$ cat src/rtl/alu_issue_ctrl.sv
// Issue controller between a register-read stage and an R-type ALU datapath:
// accepts one instruction at a time, sequences EXEC/MULTU timing, returns the result.
module alu_issue_ctrl #(
  parameter int MUL_CYCLES = 32,
  parameter int ALU_LAT    = 1
) (
  input  logic        clk,
  input  logic        reset,
  input  logic        in_valid,
  output logic        in_ready,
  input  logic [31:0] instr,
  input  logic [31:0] rs_data,
  input  logic [31:0] rt_data,
  output logic [31:0] alu_dataA,
  output logic [31:0] alu_dataB,
  output logic [5:0]  alu_signal,
  input  logic [31:0] alu_result,
  output logic        out_valid,
  input  logic        out_ready,
  output logic [31:0] out_data,
  output logic [4:0]  out_rd,
  output logic        out_illegal
);

  localparam logic [5:0] F_AND   = 6'd36;
  localparam logic [5:0] F_OR    = 6'd37;
  localparam logic [5:0] F_ADD   = 6'd32;
  localparam logic [5:0] F_SUB   = 6'd34;
  localparam logic [5:0] F_SLT   = 6'd42;
  localparam logic [5:0] F_SRL   = 6'd2;
  localparam logic [5:0] F_MULTU = 6'd25;
  localparam logic [5:0] F_MFHI  = 6'd16;
  localparam logic [5:0] F_MFLO  = 6'd18;
  localparam logic [5:0] SIG_NOP = 6'b111111;

  localparam logic [5:0] EXEC_LAST = 6'(ALU_LAT - 1);
  localparam logic [5:0] MUL_LAST  = 6'(MUL_CYCLES - 1);

  typedef enum logic [1:0] {IDLE, EXEC, MUL_WAIT, DONE} state_t;

  state_t      state, state_next;
  logic [5:0]  cnt, cnt_next;
  logic [5:0]  op_funct;
  logic [4:0]  op_rd;
  logic [4:0]  op_shamt;
  logic [31:0] op_rs;
  logic [31:0] op_rt;

  logic [5:0]  in_opcode;
  logic [5:0]  in_funct;
  logic        in_legal;
  logic        in_is_mul;
  logic        accept;
  logic        exec_last;
  logic        mul_last;

  assign in_opcode = instr[31:26];
  assign in_funct  = instr[5:0];
  assign in_is_mul = (in_funct == F_MULTU);

  always_comb begin
    // NOTE: every always_comb output gets a default first, so no path can infer a latch.
    in_legal = 1'b0;
    if (in_opcode == 6'd0) begin
      case (in_funct)
        F_AND, F_OR, F_ADD, F_SUB, F_SLT,
        F_SRL, F_MULTU, F_MFHI, F_MFLO: in_legal = 1'b1;
        default:                        in_legal = 1'b0;
      endcase
    end
  end

  assign in_ready  = (state == IDLE);
  assign out_valid = (state == DONE);
  assign accept    = in_valid && in_ready;
  assign exec_last = (cnt == EXEC_LAST);
  assign mul_last  = (cnt == MUL_LAST);

  // NOTE: sequential state uses non-blocking assignments so all registers update together.
  always_ff @(posedge clk) begin
    if (reset) begin
      state <= IDLE;
      cnt   <= 6'd0;
    end else begin
      state <= state_next;
      cnt   <= cnt_next;
    end
  end

  always_comb begin
    state_next = state;
    cnt_next   = 6'd0;
    case (state)
      IDLE: begin
        if (accept) begin
          if (!in_legal)      state_next = DONE;
          else if (in_is_mul) state_next = MUL_WAIT;
          else                state_next = EXEC;
        end
      end
      EXEC: begin
        if (exec_last) state_next = DONE;
        else           cnt_next   = cnt + 6'd1;
      end
      MUL_WAIT: begin
        // HI/LO are written by the datapath itself, so nothing returns to write-back.
        if (mul_last) state_next = IDLE;
        else          cnt_next   = cnt + 6'd1;
      end
      DONE: begin
        if (out_ready) state_next = IDLE;
      end
      default: state_next = IDLE;
    endcase
  end

  // NOTE: the operand latches carry no reset; they are only observed after being loaded.
  always_ff @(posedge clk) begin
    if (accept) begin
      op_funct <= in_funct;
      op_rd    <= instr[15:11];
      op_shamt <= instr[10:6];
      op_rs    <= rs_data;
      op_rt    <= rt_data;
    end
  end

  always_ff @(posedge clk) begin
    if (reset) begin
      out_data    <= 32'd0;
      out_rd      <= 5'd0;
      out_illegal <= 1'b0;
    end else if (accept && !in_legal) begin
      out_data    <= 32'd0;
      out_rd      <= instr[15:11];
      out_illegal <= 1'b1;
    end else if (state == EXEC && exec_last) begin
      out_data    <= (op_rd == 5'd0) ? 32'd0 : alu_result;
      out_rd      <= op_rd;
      out_illegal <= 1'b0;
    end
  end

  always_comb begin
    alu_signal = SIG_NOP;
    alu_dataA  = 32'd0;
    alu_dataB  = 32'd0;
    if (state == EXEC || state == MUL_WAIT) begin
      alu_signal = op_funct;
      case (op_funct)
        F_SRL: begin
          alu_dataA = op_rt;
          alu_dataB = {27'd0, op_shamt};
        end
        F_MFHI, F_MFLO: begin
          alu_dataA = 32'd0;
          alu_dataB = 32'd0;
        end
        default: begin
          alu_dataA = op_rs;
          alu_dataB = op_rt;
        end
      endcase
    end
  end

endmodule

$ cat config.mk
export PLATFORM = sky130hd
export DESIGN_NAME = alu_issue_ctrl
export DESIGN_NICKNAME = d
export VERILOG_FILES = /design/src/rtl/alu_issue_ctrl.sv
export SDC_FILE = /design/constraint.sdc
export NUM_CORES = 1
export LEC_CHECK = 0
export CELL_PAD_IN_SITES_DETAIL_PLACEMENT = 2
export CELL_PAD_IN_SITES_GLOBAL_PLACEMENT = 2
export CORE_UTILIZATION = 26
export CTS_BUF_LIST = sky130_fd_sc_hd__clkbuf_4
export DETAILED_ROUTE_END_ITERATION = 12
export PLACE_DENSITY = 0.81
export REMOVE_ABC_BUFFERS = 1
export SETUP_SLACK_MARGIN = 0.5
export SLEW_MARGIN = 20
export SYNTH_ARGS = -nofsm -noshare
export SYNTH_HDL_FRONTEND = slang
export SYNTH_SLANG_ARGS = --single-unit
$ cat constraint.sdc
create_clock -name clk -period 4.7 [get_ports clk]
set_clock_uncertainty 0.15 [all_clocks]
set_input_delay 0.94 -clock clk [delete_from_list [all_inputs] [get_ports clk]]
set_output_delay 0.94 -clock clk [all_outputs]
set_load 0.1 [all_outputs]
==> metrics.md, run 1 <==
| Metric | Value |
|---|---|
| Core box area | `18,700 um2` |
| Slowest cell on crit path | `nor4_2` |
| Mean post-synth cell area | `13.2 um2` |
| Num Clock Sinks | `126` |
| Vias in the first global route | `4,512` |
| Initial DRT Pass Iterations | `4` |
| Netlist Area Pre-Place | `4970 um2` |
| Post CTS Setup Buffer Count | `0` |
| Worst Hold Class | `register to register` |
| Fill cells | `1,875` |
| Row count | `50` |
| Layout cell share with drive strength beyond 1 | `19.3%` |
| Outcome | `completed` |
| Clock Latency Late Sink | `0.52 ns` |
| Worst Max-Slew Pin Slew | `1.02 ns` |
| Die Area | `19,700 um2` |
| Final net count | `744` |
| Area Overhead vs Synth | `62.9%` |
| Drt wl/cell | `20.0 um` |
| Yosys cell types | `39` |
| Number of remaining DRC errors | `0` |
| CTS Buf Count | `17` |
| Root Buffer | `clkbuf_4` |
| Dominant cells by area after synthesis | `edfxtp_1, dfxtp_1, a22o_1` |
| Cells along the critical path | `nor4_2 -> o21ai_4 -> and2_1 -> buf_4 -> a22o_1 -> buf_12` |
| Hold Violations, Final | `0` |
| Seq/Total Area, Yosys | `66.9%` |
| Final setup TNS | `0 ns` |
| Final period util | `81.8%` |
| Post-cts resize count | `0` |
| Top FF cell, synth | `edfxtp_1` |
| Worst EP required | `3.61 ns` |
| First-pass GRT wire length | `26,400 um` |
| WS Path Type | `register to primary output` |
| Hold_buf cts | `0` |
| Port Buf Inserts | `231` |
| Post-synth top area share | `48.4%` |
| Mapped Cells | `375` |
| Vias | `4,096` |
| Max-cap viol count | `0` |
| CTS H-tree lvls | `4` |
| Placed cell count | `820` |
| Crit path arrival time | `2.76 ns` |
| Longest Clk Path Bufs | `2` |
| Routed Antenna Nets | `0` |
| Placed cell areas | `7810 um2` |
| CTS tree | `done` |
| Setup Viol. Count Final | `0` |
| Die H | `140 um` |
| Crit path time final | `3.85 ns` |
| First DRT Iteration DRCs | `138` |
| Initial antenna violation count | `0` |
| Routed vias/inst | `4.81` |
| I/O pin total | `242` |
| Synth Warn # | `0` |
| Synth top cells by count | `edfxtp_1, dfxtp_1, nor2_1, a22o_1, a22oi_1` |
| GRT Total Usage | `17.8%` |
| Drt total wl | `17,000 um` |
| Gpl congestion | `0.765` |
| Critical Path Start Type | `register` |
| # diodes | `0` |
| HPWL after DPL | `12,700 um` |
| WHS | `0.328 ns` |
| RSZ-0062 raised after global routing | `false` |
| Crit-path max cell delay | `0.47 ns` |
| Final Max Tran Viols | `0` |
| F_max | `260 MHz` |
| Async SR Flop Fraction | `0%` |
| CP endpoint kind | `primary output` |
| Clk pin slew, worst setup/hold paths | `0.11 ns` |
| Largest net degree at the start of global routing | `51` |
| Fin area | `8090 um2` |
| Synth area leader | `edfxtp_1` |
| Cell with the most instances after synthesis | `edfxtp_1` |
| Die span in x | `140 um` |
| Total grt overflow | `0` |
| EDFF count, synth | `80` |
| CP max FO | `37` |
| Number of synthesized register bits | `126` |
| Relative slew slack | `31.9%` |
| Non-Filler Instances | `851` |
| Initial Util | `26.6%` |
==> worst paths after layout <==
path | from | endpoint | slack, ns | cells past startpoint
worst max-delay path | op_funct[0] | alu_dataA[12] | 0.85 | 6
worst max register to register | cnt[2] | out_data[15] | 2.51 | 7
worst min-delay path | out_illegal | out_illegal | 0.33 | 2
worst min register to register | out_illegal | out_illegal | 0.33 | 2
==> flip-flops by register name (all words and copies together), names as in the netlist <==
register,cells
op_shamt,5
op_rt,32
cnt,6
state,2
op_rd,5
out_illegal,1
op_funct,6
out_data,32
op_rs,32
out_rd,5
==> metal layers <==
metal / share of wire (%) / track usage [%]
met4: 1.0 / 4.86
met2: 52 / 32.3
met5: 0 / 0
met1: 39 / 19.4
met3: 8.2 / 6.74
==> critical path, delay by kind of cell, from the launching register on <==
kind	cells	cell delay, ns
AO/OA/AOI/OAI	2	0.64
flip-flops	1	0.43
buffers and inverters	2	0.44
AND/OR/NAND/NOR	2	0.72
==> metrics by stage <==
step	setup slack [ns]	util, %
6_report	0.853	43.3
4_1_cts	0.559	43.2
3_5_place_dp	1.20	41.7
2_1_floorplan	0.484	-
3_3_place_gp	1.23	41.7
5_1_grt	0.687	43.3
==> placed cells by master (no fill, tap or decap), types with 2 or more instances in the layout <==
cell / instances
clkdlybuf4s50_1: 161
edfxtp_1: 80
dfxtp_1: 46
nor2_1: 41
buf_12: 38
buf_4: 38
a22o_1: 37
a22oi_1: 33
and3_1: 27
clkbuf_4: 20
inv_1: 12
nand2b_1: 9
a21oi_1: 8
ha_1: 7
mux2_2: 5
a311oi_1: 5
nand3_1: 4
nand2_1: 4
inv_2: 4
o21ai_0: 3
bufinv_16: 3
and4b_1: 2
nor3b_1: 2
xor2_1: 2
xnor2_1: 2
clkinv_1: 2
==> final cells by class <==
| class | instances | area (um2) | area share (%) |
|---|---|---|---|
| inverter | 12 | 45.0 | 0.557 |
| clock buffer | 20 | 150 | 1.86 |
| timing repair buffer | 237 | 2660 | 32.8 |
| sequential | 126 | 3320 | 41.1 |
| clock inverter | 11 | 124 | 1.53 |
| multi-input combinational | 211 | 1500 | 18.6 |
| tap | 234 | 293 | 3.62 |
==> cells by family after synthesis <==
kind of cell    Yosys count  synth area share (%)
flops                   126                  66.9
simple gates            100                  10.7
compound gates           95                  15.5
buf+inv                  38                  3.35
fa+ha+maj                 7                  1.76
mux                       5                  1.13
xor+xnor                  4                 0.705
Power of run 1 is not shown: default switching activity piles up to over one toggle a cycle in this logic, so the estimate is an artifact.
==> run 2: changes to the inputs <==
CORE_UTILIZATION = 23   (was 26)
PLACE_DENSITY = 0.76   (was 0.81)
clock period = 3.5 ns   (was 4.7 ns; I/O delays follow)
==> metrics.md, run 2 (synthesized netlist as in run 1, its figures left out) <==
| Metric | Value |
|---|---|
| CTS tree | `done` |
| Initial antenna violation count | `0 (unchanged)` |
| Crit path time final | `3.11 ns` |
| Vias | `4,094 (-0.049%)` |
| Largest net degree at the start of global routing | `42 (-18%)` |
| Hold Crit Depth | `1 (-1)` |
| CP endpoint kind | `primary output` |
| First DRT Iteration DRCs | `119 (-14%)` |
| CTS H-tree lvls | `4 (unchanged)` |
| First-pass GRT wire length | `28,200 um (+7.0%)` |
| R2R Path End | `out_data[1]` |
| F_max | `322 MHz` |
| WS Path Type | `register to primary output` |
| Final Max Tran Viols | `0 (unchanged)` |
| Fill cells | `2,073 (+11%)` |
| Initial Util | `23.6% (-3.0 points)` |
| Setup slack, reg-to-reg | `1.35 ns (-1.16 ns)` |
| Commonest non-fill, non-tap cells in the layout | `clkdlybuf4s50_1, edfxtp_1, buf_12` |
| Vias in the first global route | `4,736 (+5.0%)` |
| Core box area | `21,100 um2 (+13%)` |
| Biggest regs | `op_rs (32), op_rt (32), out_data (32)` |
| Area of the multi-input gates | `1850 um2 (+23%)` |
| Commonest non-fill, non-tap cell in the layout | `clkdlybuf4s50_1` |
| GRT Total Usage | `17.1% (-0.70 points)` |
| HPWL after DPL | `12,500 um (-1.3%)` |
| Area Overhead vs Synth | `83.1%` |
| Port Buf Inserts | `231 (unchanged)` |
| Worst EP required | `2.65 ns (-0.96 ns)` |
| Outcome | `completed` |
| Hold wc startpoint | `cnt[0]` |
| Initial DRT Pass Iterations | `4 (unchanged)` |
| CP max FO | `5 (-86%)` |
| Layout cell share with drive strength beyond 1 | `35.1% (+16 points)` |
| Num Clock Sinks | `126 (unchanged)` |
| Total grt overflow | `0 (unchanged)` |
| Hold Violations, Final | `0 (unchanged)` |
| Die H | `149 um (+6.2%)` |
| Die span in x | `149 um (+6.2%)` |
| Clock Latency Late Sink | `0.51 ns (about the same)` |
| Routed Antenna Nets | `0 (unchanged)` |
| CTS Buf Count | `17 (unchanged)` |
| Number of remaining DRC errors | `0 (unchanged)` |
| Crit Reg-Reg Startpoint | `cnt[2]` |
| Final core utilization | `43.1% (-0.15 points)` |
| Gpl congestion | `0.775 (+1.4%)` |
| Critical Path Start Type | `register` |
| Routed vias/inst | `4.51 (-6.2%)` |
| I/O pin total | `242 (unchanged)` |
| Worst reg-to-reg path cell count | `7 (unchanged)` |
| Clk pin slew, worst setup/hold paths | `0.11 ns (about the same)` |
| Longest Clk Path Bufs | `2 (unchanged)` |
| Row count | `53 (+6.0%)` |
| Max-cap viol count | `0 (unchanged)` |
| Worst Hold Class | `register to register` |
| Crit path arrival time | `2.26 ns (-0.50 ns)` |
| Root Buffer | `clkbuf_4` |
| Worst Max-Slew Pin Slew | `0.593 ns (-0.425 ns)` |
| Die Area | `22,200 um2 (+13%)` |
| Final net count | `758 (+1.9%)` |
| FF/Latch Area | `3330 um2 (about the same)` |
| Setup Viol. Count Final | `0 (unchanged)` |
| Relative slew slack | `60.4% (+28 points)` |
| Drt total wl | `18,700 um (+9.8%)` |
| # diodes | `0 (unchanged)` |
| Final period util | `88.8%` |
| Min-Delay Endpoint | `cnt[0]` |
| RSZ-0062 raised after global routing | `true` |
| Drt wl/cell | `20.6 um (+3.0%)` |
-- run 2: layer usage --
| layer | track usage [%] | share of wire (%) | up-vias |
|---|---|---|---|
| met5 | 0 | 0 | - |
| li1 | - | - | 1916 |
| met1 | 20.1 | 41 | 1995 |
| met3 | 4.22 | 5.4 | 18 |
| met4 | 5.15 | 1.6 | 0 |
| met2 | 30.7 | 52 | 165 |
-- run 2: layout make-up --
class / count / area share, %
sequential: 126 / 36.6
clock inverter: 15 / 2.39
multi-input combinational: 211 / 20.3
inverter: 12 / 0.495
tap: 275 / 3.78
timing repair buffer: 251 / 35.0
clock buffer: 17 / 1.40
-- run 2: metrics by stage --
| stage | hold WS (ns) | setup slack [ns] | cells | TNS [ns] | area (um2) |
|---|---|---|---|---|---|
| 2_1_floorplan | 0.280 | -0.716 | 349 | -75.04 | 4850 |
| 3_3_place_gp | 0.295 | 0.491 | 863 | 0 | 8110 |
| 3_5_place_dp | 0.311 | 0.375 | 863 | 0 | 8110 |
| 4_1_cts | 0.339 | 0.333 | 905 | 0 | 8890 |
| 5_1_grt | 0.378 | 0.243 | 907 | 0 | 9090 |
| 6_report | 0.329 | 0.392 | 907 | 0 | 9090 |
-- run 2: worst max-delay path: stages (launching register included) --
cell and delay, ns:
edfxtp_1 0.44, nor4_4 0.33, and4b_2 0.30, buf_6 0.16, buf_12 0.14, a22o_1 0.18, buf_12 0.18
-- run 2: worst max-delay path by stage --
stage / start / end / slack [ns] / depth (start not counted)
3_3_place_gp: instr[29] / out_data[15] / 0.49 / 6
4_1_cts: op_funct[5] / alu_dataA[0] / 0.33 / 6
5_1_grt: op_funct[0] / alu_dataB[3] / 0.24 / 6
3_5_place_dp: instr[5] / out_data[1] / 0.38 / 6
2_1_floorplan: state[0] / out_data[0] / -0.72 / 5
6_report: op_funct[0] / alu_dataB[3] / 0.39 / 6
-- run 2: timing repair --
item / CTS / global route
pin swaps: 9 / 2
setup endpoints to repair: 70 / 64
resized for setup: 46 / 23
gates cloned: 5 / 2
hold buffers: 0 / 0
setup buffers: 5 / 0
Power of run 2 is left out for the same reason.
